**src/rtl/alu_seq_unit.sv**
```systemverilog
// Multi-cycle unsigned ALU: single-cycle add/sub, shift-add multiply, restoring divide.
// Valid/ready on both sides; results and flags held in DONE until the consumer accepts them.
module alu_seq_unit #(
    parameter int WIDTH = 40
) (
    input  logic             clk,
    input  logic             rst,
    input  logic             in_valid,
    output logic             in_ready,
    input  logic [WIDTH-1:0] a,
    input  logic [WIDTH-1:0] b,
    input  logic [4:0]       s,
    output logic             out_valid,
    input  logic             out_ready,
    output logic [WIDTH-1:0] out,
    output logic [WIDTH-1:0] rem,
    output logic             carry,
    output logic             ovf,
    output logic             err
);

    // state | meaning
    // IDLE  | waiting for an op, in_ready=1
    // MUL   | shift-add iterations, one multiplier bit per cycle
    // DIV   | restoring division, one quotient bit per cycle, MSB first
    // DONE  | result and flags held, out_valid=1 until out_ready

    localparam int CW = $clog2(WIDTH + 1);
    localparam logic [4:0] OP_ADD = 5'b00101;
    localparam logic [4:0] OP_SUB = 5'b00110;
    localparam logic [4:0] OP_MUL = 5'b01000;
    localparam logic [4:0] OP_DIV = 5'b01011;

    typedef enum logic [1:0] {IDLE, MUL, DIV, DONE} state_t;

    state_t           state;
    state_t           state_n;
    logic [WIDTH-1:0] opnd;
    logic [WIDTH-1:0] hi;
    logic [WIDTH-1:0] lo;
    logic [CW-1:0]    cnt;
    logic             last_iter;

    logic [WIDTH:0]   add_sum;
    logic [WIDTH:0]   mul_sum;
    logic [WIDTH:0]   div_shift;
    logic [WIDTH:0]   div_diff;
    logic             div_ge;
    logic [WIDTH-1:0] mul_hi_n;
    logic [WIDTH-1:0] mul_lo_n;
    logic [WIDTH-1:0] div_hi_n;
    logic [WIDTH-1:0] div_lo_n;

    assign in_ready  = (state == IDLE);
    assign out_valid = (state == DONE);
    assign last_iter = (cnt == CW'(1));

    assign add_sum = {1'b0, a} + {1'b0, b};

    // Multiply: hi:lo holds partial product over the not-yet-consumed multiplier bits in lo.
    assign mul_sum  = {1'b0, hi} + (lo[0] ? {1'b0, opnd} : '0);
    assign mul_hi_n = mul_sum[WIDTH:1];
    assign mul_lo_n = {mul_sum[0], lo[WIDTH-1:1]};

    // Divide: hi is the partial remainder, lo shifts dividend bits out and quotient bits in.
    assign div_shift = {hi, lo[WIDTH-1]};
    assign div_diff  = div_shift - {1'b0, opnd};
    assign div_ge    = (div_shift >= {1'b0, opnd});
    assign div_hi_n  = div_ge ? div_diff[WIDTH-1:0] : div_shift[WIDTH-1:0];
    assign div_lo_n  = {lo[WIDTH-2:0], div_ge};

    always_ff @(posedge clk) begin
        if (rst) begin
            state <= IDLE;
        end else begin
            state <= state_n;
        end
    end

    always_comb begin
        state_n = state;
        case (state)
            IDLE: begin
                if (in_valid) begin
                    case (s)
                        OP_MUL:  state_n = MUL;
                        OP_DIV:  state_n = (b == '0) ? DONE : DIV;
                        default: state_n = DONE;
                    endcase
                end
            end
            MUL, DIV: begin
                if (last_iter) state_n = DONE;
            end
            DONE: begin
                if (out_ready) state_n = IDLE;
            end
            default: state_n = IDLE;
        endcase
    end

    always_ff @(posedge clk) begin
        if (rst) begin
            out   <= '0;
            rem   <= '0;
            carry <= 1'b0;
            ovf   <= 1'b0;
            err   <= 1'b0;
            opnd  <= '0;
            hi    <= '0;
            lo    <= '0;
            cnt   <= '0;
        end else begin
            case (state)
                IDLE: begin
                    if (in_valid) begin
                        out   <= '0;
                        rem   <= '0;
                        carry <= 1'b0;
                        ovf   <= 1'b0;
                        err   <= 1'b0;
                        case (s)
                            OP_ADD: begin
                                out   <= add_sum[WIDTH-1:0];
                                carry <= add_sum[WIDTH];
                            end
                            OP_SUB: begin
                                out   <= a - b;
                                carry <= (a < b);
                            end
                            OP_MUL: begin
                                opnd <= a;
                                hi   <= '0;
                                lo   <= b;
                                cnt  <= CW'(WIDTH);
                            end
                            OP_DIV: begin
                                if (b == '0) begin
                                    out <= '1;
                                    rem <= a;
                                    err <= 1'b1;
                                end else begin
                                    opnd <= b;
                                    hi   <= '0;
                                    lo   <= a;
                                    cnt  <= CW'(WIDTH);
                                end
                            end
                            default: err <= 1'b1;
                        endcase
                    end
                end
                MUL: begin
                    hi  <= mul_hi_n;
                    lo  <= mul_lo_n;
                    cnt <= cnt - CW'(1);
                    if (last_iter) begin
                        out <= mul_lo_n;
                        ovf <= |mul_hi_n;
                    end
                end
                DIV: begin
                    hi  <= div_hi_n;
                    lo  <= div_lo_n;
                    cnt <= cnt - CW'(1);
                    if (last_iter) begin
                        out <= div_lo_n;
                        rem <= div_hi_n;
                    end
                end
                default: ;
            endcase
        end
    end

endmodule

```
**config.mk**
```make
export PLATFORM = sky130hd
export DESIGN_NAME = alu_seq_unit
export DESIGN_NICKNAME = d
export VERILOG_FILES = /design/src/rtl/alu_seq_unit.sv
export SDC_FILE = /design/constraint.sdc
export NUM_CORES = 1
export LEC_CHECK = 0
export ABC_AREA = 1
export BUFFER_PORTS_ARGS = -buffer_cell sky130_fd_sc_hd__buf_2
export CORE_AREA = 2 2 217 219
export DETAILED_ROUTE_END_ITERATION = 6
export DIE_AREA = 0 0 219 221
export PLACE_DENSITY_LB_ADDON = 0.3
export REMOVE_ABC_BUFFERS = 1
export SETUP_SLACK_MARGIN = 0.3
export SLEW_MARGIN = 15
export SYNTH_ARGS = -nofsm -noshare
export SYNTH_HDL_FRONTEND = slang
export SYNTH_SLANG_ARGS = --single-unit
export TNS_END_PERCENT = 30
```
**constraint.sdc**
```tcl
create_clock -name clk -period 3.6 [get_ports clk]
set_input_delay 0.36 -clock clk [delete_from_list [all_inputs] [get_ports clk]]
set_output_delay 0.36 -clock clk [all_outputs]
set_load 0.02 [all_outputs]
```
==> results by group <==
Status
  – Status: completed

Layout
  – # diodes: 0
  – Layout area overhead: 11.1%
  – Post-route cell area: 25400 um2
  – Most frequent cells in the layout: nand2_1 (1148), inv_1 (506), a21oi_1 (400)
  – Layout cells sized above 1: 0.0884
  – Leading cell type in the layout, fill and taps excluded: nand2_1
  – Fin nets: 4396
  – Fin util: 0.551
  – Non-filler cells, final: 4760

Placed design
  – Final Wtd Congestion: 1.09
  – Number of port buffers: 173
  – Detailed Place HPWL: 79500 um
  – Cells after DPL: 4713
  – Pre-CTS setup slack: 0.321 ns
  – Placed inst area: 24500 um2

Route
  – Met3 WL: 9170 um
  – Met2 wire length: 43300 um
  – M1 WL: 40600 um
  – Routed len/inst: 20.8 um
  – Top sig layer: met4
  – Via count: 27962
  – Vias/cell: 5.87
  – DRT Pass-1 Iters: 7
  – WL final: 99200 um
  – Antenna-violating nets left: 0
  – DRC violations left: 0
  – Initial DRC Count: 3256

STA
  – Min Tclk post-route: 3.19 ns
  – Clock skew: 0.0126 ns
  – Final setup fails: 0
  – Fin. max-slew vios: 0
  – Slew HR: 0.316
  – F_max: 0.313 GHz
  – Final hold vios: 0
  – Fin worst setup slack: 0.408 ns
  – Worst-Margin Slew: 1.03 ns
  – Final Cycle Share: 0.887
  – RSZ-0062 raised after global routing: true

Critical path
  – Worst Path Class, Setup: register to register
  – Worst path required time: 3.99 ns
  – Startpoint types: register
  – CP top delay family: compound AO/OA/AOI/OAI gates
  – Worst Path Arrival: 3.58 ns
  – Crit-path max FO: 28
  – Buf+Inv Stages, Crit Path: 1
  – Crit. Startpoint: hi[35]
  – Crit-path slowest cell: dfxtp_1
  – Critical-path cell list: ha_1 > a21oi_1 > o21ai_0 > a211oi_1 > nand2_1 > nor2_1 > nand2_4 > buf_12 > o211ai_1 > nand2_1 > nand2_1 > a21oi_1
  – Most used cell, CP: nand2_1
  – Worst r2r src: hi[35]
  – Max incr delay on CP: 0.45 ns
  – Worst setup EP type: register

Global routing
  – Largest net degree at the start of global routing: 122
  – Remaining global-route overflow: 0
  – Total GRT Usage: 0.398
  – First-pass GRT wire length: 149000 um
  – Antenna violations before repair: 0
  – Vias in the first global route: 25754

Pwr
  – Worst vdd ir: 0.000781 V
  – Leakage: 12.8 nW
  – Total power: 0.0191 W
  – Cell Pwr Density: 752 nW/um2

Clocking
  – Clock slew at reported path FFs: 0.06 ns
  – CTS Sinks: 211
  – Max clock buf depth: 3
  – CTS tree: built
  – H-tree depth: 1
  – Later-pin clock latency in the skew report: 0.56 ns
  – Root Driver: clkbuf_16
  – Clock buffer count from CTS: 25

Yosys
  – Sequential-to-total area share from yosys stat: 0.185
  – Yosys reg bits: 211
  – Synth async-reset ratio: 0
  – Synth top area cells: nand2_1 (19%), dfxtp_1 (18%), ha_1 (9.2%)
  – Area leader, netlist: nand2_1
  – Cell variety after synth: 53
  – Mapped Area: 22900 um2
  – Synth top area share: 0.189
  – Primary FF master, synth: dfxtp_1
  – EDFF count, synth: 0
  – Yosys warns: 0
  – Mapped Cells: 4018
  – Mapped Avg Cell Area: 5.69 um2

Worst hold path
  – Worst Hold Class: primary input to register
  – Worst hold start: a[39]

Floorplanning
  – Initial core utilization: 0.496
  – Core ar.: 46100 um2
  – Die height: 221 um
  – Io pins: 174
  – Die area: 48400 um2
  – Core Rows: 79
  – Die width: 219 um

Flow run
  – Max-cap violations: 0
==> logic make-up after synthesis <==
group,after synthesis,share of synthesized area
and+or+nand+nor,1923,0.351
AOI/OAI and AO/OA,1004,0.242
buffers and inverters,680,0.116
DFF,211,0.185
adders and majority gates,172,0.0955
xor gates and xnor gates,28,0.0107
==> worst paths after layout <==
| check | to | slack, ns | cells after the start |
|---|---|---|---|
| min | rem[39] | 0.16 | 3 |
| min reg2reg | cnt[5] | 0.47 | 2 |
| max reg2reg | hi[15] | 0.41 | 12 |
| max | hi[15] | 0.41 | 12 |
==> layout make-up <==
type,instances,area (um2)
multi-input cells,3127,16000
clock buffers,35,703
flip-flops and latches,211,4220
repair buffers,251,1560
inverters,519,1950
well taps,607,759
fillers,5020,20700
clock inverters,10,156
==> stage by stage <==
step / hold slack [ns] / TNS (ns)
6_report: 0.158 / 0
5_1_grt: 0.168 / 0
4_1_cts: 0.138 / 0
3_5_place_dp: 0.456 / 0
3_3_place_gp: 0.453 / 0
2_1_floorplan: 0.422 / -352.42
==> worst register-to-register path, stage by stage, from the launching register on <==
cell and delay (ns):
dfxtp_1 0.45, ha_1 0.34, a21oi_1 0.28, o21ai_0 0.19, a211oi_1 0.36, nand2_1 0.11, nor2_1 0.18, nand2_4 0.24
buf_12 0.25, o211ai_1 0.39, nand2_1 0.09, nand2_1 0.07, a21oi_1 0.06
==> layer usage <==
metal | global-route usage | vias to the layer above
li1 | - | 13521
met1 | 0.519 | 12692
met2 | 0.627 | 1455
met3 | 0.0588 | 294
met4 | 0.221 | 0
met5 | 0 | -
==> synth_stat cells, drive strengths merged (44+ instances only) <==
master / n
a21oi: 411
a31oi: 80
buf: 52
clkbuf: 109
dfxtp: 211
ha: 168
inv: 516
nand2: 1164
nand3: 250
nand4: 73
nor2: 346
nor3: 44
o21a: 54
o21ai: 376
==> repair_timing <==
| item | in CTS | in global routing |
|---|---|---|
| setup endpoints to repair | 0 | 6 |
| resized for setup | 0 | 6 |
| buffers inserted | 0 | 2 |
| hold buffers | 0 | 0 |
==> sequential cells by signal, summed over array words and instances, names as in the netlist <==
name   count
carry      1
cnt        6
err        1
hi        40
lo        40
opnd      40
out       40
ovf        1
rem       40
state      2
==> power by group <==
part,switching (W),total (W),internal (W),leakage [nW]
clock,0.00110,0.00274,0.00164,0.420
combinational,0.00880,0.0127,0.00389,10.7
sequential,0.000557,0.00365,0.00309,1.73
No activity file was read; power rests on OpenSTA's default activity.
